==> src/rtl/midi_interface_adapter.sv <==
// MIDI 8N1 serial receiver and message assembler with running-status support.
// Optional macro MIDI_REALTIME_PASS_EN forwards real-time bytes (0xF8-0xFF) to MIDI_CMD.
module midi_interface_adapter #(
  parameter int D_W       = 16,
  parameter int BYTE_W    = 8,
  parameter int SYSCLK_F  = 48000000,
  parameter int MIDI_BAUD = 31250
) (
  input  logic              sys_clk,
  input  logic              rst_n,
  input  logic              MIDI_IN,
  output logic [BYTE_W-1:0] MIDI_CMD,
  output logic [BYTE_W-1:0] MIDI_DAT_0,
  output logic [BYTE_W-1:0] MIDI_DAT_1,
  output logic              CMD_READY,
  output logic              DATA_READY
);
  localparam int BIT_CLKS  = SYSCLK_F / MIDI_BAUD;
  localparam int HALF_CLKS = BIT_CLKS / 2;
  localparam int CNT_W     = $clog2(BIT_CLKS);
  localparam logic [CNT_W-1:0] BIT_LAST  = CNT_W'(BIT_CLKS - 1);
  localparam logic [CNT_W-1:0] HALF_LAST = CNT_W'(HALF_CLKS - 1);

  localparam logic [2:0] S_IDLE      = 3'd0;
  localparam logic [2:0] S_START     = 3'd1;
  localparam logic [2:0] S_DATA      = 3'd2;
  localparam logic [2:0] S_STOP      = 3'd3;
  localparam logic [2:0] S_WAIT_HIGH = 3'd4;

  if (BYTE_W != 8 || D_W < 1) begin : g_cfg_check
    $error("midi_interface_adapter: BYTE_W must be 8 and D_W positive");
  end

  // Number of data bytes a status byte introduces; 0 also covers SysEx.
  function automatic logic [1:0] msg_len(input logic [BYTE_W-1:0] st);
    case (st[7:4])
      4'hC, 4'hD: msg_len = 2'd1;
      4'hF: begin
        if (st == 8'hF1 || st == 8'hF3) msg_len = 2'd1;
        else if (st == 8'hF2)           msg_len = 2'd2;
        else                            msg_len = 2'd0;
      end
      default:    msg_len = 2'd2;
    endcase
  endfunction

  logic              sync_0, sync_1, rx_prev, rx, fall;
  logic [2:0]        state;
  logic [CNT_W-1:0]  cnt;
  logic [2:0]        bit_idx;
  logic [BYTE_W-1:0] shift;
  logic              byte_vld;

  assign rx   = sync_1;
  assign fall = rx_prev & ~rx;

  // Stage 0: input synchronizer and falling-edge history
  always_ff @(posedge sys_clk or negedge rst_n) begin
    if (!rst_n) begin
      sync_0  <= 1'b1;
      sync_1  <= 1'b1;
      rx_prev <= 1'b1;
    end else begin
      sync_0  <= MIDI_IN;
      sync_1  <= sync_0;
      rx_prev <= sync_1;
    end
  end

  // Stage 1: bit-centre sampling; byte_vld marks a frame with a good stop bit
  always_ff @(posedge sys_clk or negedge rst_n) begin
    if (!rst_n) begin
      state    <= S_IDLE;
      cnt      <= '0;
      bit_idx  <= '0;
      shift    <= '0;
      byte_vld <= 1'b0;
    end else begin
      byte_vld <= 1'b0;
      case (state)
        S_IDLE: begin
          cnt <= '0;
          if (fall) state <= S_START;
        end
        S_START: begin
          if (cnt == HALF_LAST) begin
            cnt     <= '0;
            bit_idx <= '0;
            state   <= rx ? S_IDLE : S_DATA;
          end else cnt <= cnt + 1'b1;
        end
        S_DATA: begin
          if (cnt == BIT_LAST) begin
            cnt     <= '0;
            shift   <= {rx, shift[BYTE_W-1:1]};
            bit_idx <= bit_idx + 1'b1;
            if (bit_idx == 3'd7) state <= S_STOP;
          end else cnt <= cnt + 1'b1;
        end
        S_STOP: begin
          if (cnt == BIT_LAST) begin
            cnt <= '0;
            if (rx) begin
              byte_vld <= 1'b1;
              state    <= S_IDLE;
            end else state <= S_WAIT_HIGH;
          end else cnt <= cnt + 1'b1;
        end
        S_WAIT_HIGH: if (rx) state <= S_IDLE;
        default:     state <= S_IDLE;
      endcase
    end
  end

  logic [BYTE_W-1:0] held;
  logic [1:0]        need;
  logic              keep, half_done;

  // Stage 2: message parser; keep distinguishes channel running status from system common
  always_ff @(posedge sys_clk or negedge rst_n) begin
    if (!rst_n) begin
      MIDI_CMD   <= '0;
      MIDI_DAT_0 <= '0;
      MIDI_DAT_1 <= '0;
      CMD_READY  <= 1'b0;
      DATA_READY <= 1'b0;
      held       <= '0;
      need       <= 2'd0;
      keep       <= 1'b0;
      half_done  <= 1'b0;
    end else begin
      CMD_READY  <= 1'b0;
      DATA_READY <= 1'b0;
      if (byte_vld) begin
        if (shift[BYTE_W-1]) begin
          if (shift >= 8'hF8) begin
`ifdef MIDI_REALTIME_PASS_EN
            MIDI_CMD  <= shift;
            CMD_READY <= 1'b1;
`else
            MIDI_CMD  <= MIDI_CMD;
`endif
          end else begin
            MIDI_CMD  <= shift;
            CMD_READY <= 1'b1;
            need      <= msg_len(shift);
            keep      <= (shift < 8'hF0);
            half_done <= 1'b0;
          end
        end else if (need != 2'd0) begin
          if (need == 2'd2 && !half_done) begin
            held      <= shift;
            half_done <= 1'b1;
          end else begin
            DATA_READY <= 1'b1;
            half_done  <= 1'b0;
            if (need == 2'd2) begin
              MIDI_DAT_0 <= held;
              MIDI_DAT_1 <= shift;
            end else begin
              MIDI_DAT_0 <= shift;
              MIDI_DAT_1 <= '0;
            end
            if (!keep) need <= 2'd0;
          end
        end
      end
    end
  end
endmodule

==> config.mk <==
export PLATFORM = sky130hd
export DESIGN_NAME = midi_interface_adapter
export DESIGN_NICKNAME = d
export VERILOG_FILES = /design/src/rtl/midi_interface_adapter.sv
export SDC_FILE = /design/constraint.sdc
export NUM_CORES = 1
export LEC_CHECK = 0
export CORE_MARGIN = 4
export CORE_UTILIZATION = 55
export CTS_CLUSTER_DIAMETER = 150
export DETAILED_ROUTE_END_ITERATION = 8
export HOLD_SLACK_MARGIN = 0.12
export PLACE_DENSITY = 0.77
export SLEW_MARGIN = 20
export SYNTH_ARGS = -nofsm -noshare
export SYNTH_HDL_FRONTEND = slang
export SYNTH_SLANG_ARGS = --single-unit
==> constraint.sdc <==
create_clock -name sys_clk -period 3.12 [get_ports sys_clk]
set_clock_uncertainty 0.05 [all_clocks]
set_input_delay 0.468 -clock sys_clk [delete_from_list [all_inputs] [get_ports sys_clk]]
set_output_delay 0.468 -clock sys_clk [all_outputs]
set_load 0.01 [all_outputs]
Word-level counts from Yosys, hierarchy flattened
Cells that the tools add are included.
{"block": "totals", "elab_cells": 106, "output_inout_bits": 26, "inputBits": 3, "ff_bits": 66}
{"block": "classes", "muxes": 39, "n_eq_ne": 23, "order_cmp": 2, "n_addsub": 2, "n_reduce_logical": 18, "n_bitwise": 5}
{"op": "one-hot mux 11 bit (3 select lines)", "count": 1}
{"op": "two-way mux 3 bit", "count": 9}
{"op": "equality test 8 bit, second input constant", "count": 3}
{"op": "two-way mux 11 bit", "count": 2}
{"op": "two-way mux 2 bit", "count": 8}
{"op": "inequality test 2 bit, second input constant", "count": 8}
{"op": "one-hot mux 3 bit (5 select lines)", "count": 1}
{"op": "two-way mux 1 bit", "count": 14}
{"op": "two-way mux 7 bit", "count": 2}
{"op": "equality test 4 bit, second input constant", "count": 3}
{"op": "adder 11 x 1 -> 11 bit, second input constant", "count": 1}
{"op": "equality test 11 x 10 -> 1 bit, second input constant", "count": 1}
{"op": "equality test 11 bit, second input constant", "count": 1}
{"op": "AND reduction 3 bit", "count": 3}
{"op": "greater-or-equal comparator 8 bit, second input constant", "count": 1}
{"op": "< comparator 8 bit, second input constant", "count": 1}
{"op": "AND reduction 4 bit", "count": 2}
{"op": "equality test 3 x 2 -> 1 bit, second input constant", "count": 2}
{"op": "equality test 3 bit, second input constant", "count": 2}
{"op": "one-hot mux 3 bit (2 select lines)", "count": 1}
{"op": "AND reduction 6 bit", "count": 1}
{"op": "nonzero test 2 bit", "count": 3}
{"op": "AND reduction 5 bit", "count": 1}
{"op": "inverter 1 bit", "count": 4}
{"op": "13 further kinds", "count": 14}

Depth between registers and ports, before layout
{"block": "logic_depth", "depth_word": 6, "ltp_mapped": 6, "mapped_depth_nobuf": 6}

Worst setup path before layout
Ideal clock, no wire load.
{"block": "synth_path", "path_kind": "register to register", "startpoint": "reg cnt[0]", "endpoint": "reg shift[0]", "setup_ps": 125, "t_arrival_ps": 1720, "n_path_buf": 1, "stages_incl_launch_ff": 7, "path_slack_ps": 1226, "synth_period_minus_slack_ps": 1894, "required_time_ps": 2945, "cell_sequence": "dfrtp_1 ha_1 and3_1 buf_2 nand2_1 nor3_4 mux2_2"}
{"block": "synth_between", "elab_chain_len": 2}
{"item": "from (decl)", "line": "49", "text": "logic [CNT_W-1:0] cnt;"}
{"item": "from (signal assigned)", "line": "90", "text": "end else cnt <= cnt + 1'b1;"}
{"item": "from (signal assigned)", "line": "98", "text": "end else cnt <= cnt + 1'b1;"}
{"item": "from (signal assigned)", "line": "107", "text": "end else cnt <= cnt + 1'b1;"}
{"item": "equality test 11 bit", "line": "93", "text": "if (cnt == BIT_LAST) begin"}
{"item": "AND reduction 2 bit (no source line)"}
{"item": "to (signal assigned)", "line": "95", "text": "shift <= {rx, shift[BYTE_W-1:1]};"}
{"item": "to (decl)", "line": "51", "text": "logic [BYTE_W-1:0] shift;"}
No other way between the ends.
A chain may end at the register's enable or synchronous reset.

Final worst setup path
{"block": "layout_path", "startpoint": "reg state[2]", "endpoint": "reg state[2]"}
{"block": "layout_between", "elab_chain_len": 3, "word_cells_on_any_way": 13, "cone_classes": "10 x eq/ne; 1 x mux; 2 x reduce/logical"}
{"item": "from (decl)", "line": "48", "text": "logic [2:0] state;"}
{"item": "from (signal assigned)", "line": "89", "text": "state <= rx ? S_IDLE : S_DATA;"}
{"item": "equality test 3 x 2 -> 1 bit, or another cell as far along", "line": "80", "text": "case (state)"}
{"item": "inequality test 2 bit (no source line)"}
{"item": "AND reduction 6 bit (no source line)"}
Parallel ways exist; a longest one is shown, timed or not.

==> results.md <==
- Status: finished clean
- Rows: 26
- Post-DR wirelength/cell: 14.8 um
- Final Wtd Congestion: about 0.87
- Worst rel slew slack: 53.9%
- Clk root buf: clkbuf_8
- Pwr Total: roughly 1.9 mW
- Worst setup margin: between 900 and 1000 ps
- Mapped Cells: 289
- Most frequent cell after synthesis: dfrtp_1
- Synth area leaders: dfrtp_1 51%, mux2_2 7.9%, nand2_1 5.0%, o21ai_0 3.5%, mux2i_1 3.3%
- Sequential share of the synthesized area: between 50% and 60%
- Yosys warnings: 0
- Num CTS Buffers: 9
- Hold Path Class: flip-flop to flip-flop
- PwrDens: 533 nW/um2
- Pleak: approximately 1.6 nW
- Die area: roughly 6700 um2
- Post-synthesis mux area share: 11.2%
- Initial DRC Count: about 80
- Antenna cells: 0
- Die Y: just over 80 um
- Total grt overflow: 0
- Worst-skew pair later-pin latency: approximately 340 ps
- # Post-CTS Setup Buffers: 0
- Final setup fails: 0
- Main combinational cell family by area after synthesis: simple AND/OR/NAND/NOR gates
- Pre-antenna DRT Iters: 4
- First-pass GRT wire length: about 9800 um
- Fmax: 464 MHz
- # port buffers: 26
- Placeable Area: 5200 um2
- Starting density of the core: 57.8%
- Initial antenna violation count: 0
- Primary FF master, synth: dfrtp_1
- DP Wirelength: around 4000 um
- Drt drc: 0
- Setup TNS: 0 ps
- Share of cells above drive strength 1: between 15 and 20%
- RSZ-0062 raised after global routing: false
- Vias/cell: roughly 5.7
- Mapped Area: 3010 um2
- Area Growth Syn to Fin: 17.7%
- Number of synthesized flops with an enable pin: 0
- Most instantiated cells after synthesis: 61 x dfrtp_1, 40 x nand2_1, 21 x mux2_2, 21 x o21ai_0, 16 x nand3_1
- Arr. time, crit path: approximately 2400 ps
- Hold depth: 0
- VDD IR max: 331 uV
- Avg Cell Area, Syn: 10.4 um2
- Setup Slack @ Placement: ~1000 ps
- Startpoint types: flip-flop
- Dominant cell type by area after synthesis: dfrtp_1
- Area share of the largest cell type after synthesis: 50.7%
- Worst Reg-to-Reg Cells: 4
- IO Count: 29
- Synth async-reset ratio: 100%
- PostCTS Resize Cnt: 0
- Worst-path clk slew: 70 ps
- Synth cell types: 51
- Hold_buf cts: 1
- Routed Antenna Nets: 0
- Flops & latches, synth: 64
- Area share of fa/ha/maj cells after synthesis: around 1.2%
- Vias in the first global route: 2,114
- Worst Path Max Fanout: 24
- Setup crit end kind: flip-flop
- Die X-Extent: about 82 um
- CTS tree: yes
- Placed cell areas: between 3000 and 4000 um2
- Max-cap violations: 0
- Simple-gate area share of the yosys netlist: 17.7%
- Slew Limit Fails: 0
- Routed wire length: 5760 um
- Complex-gate fraction of the synthesized area: between 10% and 20%
- CP Data Required Time: around 3300 ps
- Post-route cell area: approximately 3500 um2
- Tot GR Track Use: 19.5%
- Tightest Pin Transition: about 690 ps
- Final worst-path cycle share: 69.0%
- Max Root-Sink Buffers: 2
- Tmin final: approximately 2200 ps
- CTS Sinks: 64
- Post-synthesis xor/xnor area fraction: 0%
- Via Count: ~2.2k
- Crit Path Class: flip-flop to flip-flop
- Hold Vio Cnt, Final: 0
- Nets@finish: around 320
- Largest net degree at the start of global routing: 32
- H-tree levels: 3
==> layout make-up <==
type | count | area (um2)
clock buffer | 10 | 138
clock inverter | 6 | 92.6
fill | 404 | 1660
inverter | 12 | 45.0
multi-input combinational | 197 | 1280
sequential | 64 | 1610
tap | 70 | 87.6
timing repair buffer | 31 | 295
==> sequential cells by signal, summed over array words and instances, names as in the netlist, 2 cells and up <==
name        count
need            2
cnt            11
held            7
bit_idx         3
MIDI_DAT_1      7
state           3
shift           8
MIDI_CMD        8
MIDI_DAT_0      7
==> cell usage in the layout, fill, tap and decap left out, drive strengths merged, types with 10 or more instances in the layout <==
cell type | Yosys | layout
o21ai | 23 | 23
a21oi | 12 | 12
dfrtp | 61 | 61
nand2 | 40 | 40
nand3 | 16 | 16
clkbuf | 9 | 10
mux2i | 10 | 10
inv | 11 | 11
nor2 | 11 | 11
mux2 | 21 | 21
clkdlybuf4s50 | 0 | 25
==> layer usage <==
metal	track usage [%]	up-vias	wire, um
met1	26.0	1081	2690
met2	29.6	46	2720
met4	10.5	0	70
li1	-	1079	-
met5	0	-	0
met3	4.50	8	273
==> worst max-delay path: stages, from the launching register on <==
cell and delay (ps):
dfrtp_1 790, inv_2 220, a32o_2 390, or4_1 510
a21oi_1 130
==> worst paths after layout <==
| check | startpoint | to | slack [ps] |
|---|---|---|---|
| worst max-delay path | state[2] | state[2] | 970 |
| worst min-delay path | sync_0 | rx | 310 |
| worst max register to register | state[2] | state[2] | 970 |
| worst min register to register | sync_0 | rx | 310 |
| max in group asynchronous | rst_n | rx | 1820 |
| min in group asynchronous | rst_n | cnt[7] | 490 |
==> per-stage QoR <==
step	std cells	hold slack (ps)	utilization, %
floorplan	290	122	-
global placement	373	297	63.4
detailed placement	373	297	63.4
CTS	390	313	68.1
global route	390	323	68.1
finish	390	309	68.1
==> power breakdown <==
| group | internal, mW | switching, mW | leakage (nW) | total [mW] |
|---|---|---|---|---|
| Clock | 0.474 | 0.327 | 0.109 | 0.801 |
| Sequential | 0.875 | 0.0691 | 0.866 | 0.944 |
| Combinational | 0.0604 | 0.0816 | 0.598 | 0.142 |
| Total | 1.41 | 0.478 | 1.57 | 1.89 |
==> kinds of logic (layout without fill, tap and decap cells) <==
| logic type | count (synthesis) | after routing |
|---|---|---|
| simple gates | 102 | 102 |
| flops | 64 | 64 |
| compound gates | 59 | 59 |
| mux | 31 | 31 |
| buf+inv | 29 | 59 |
| fa+ha+maj | 3 | 3 |
| other cells | 1 | 2 |
Note: power is estimated with default switching activity, not from simulation.
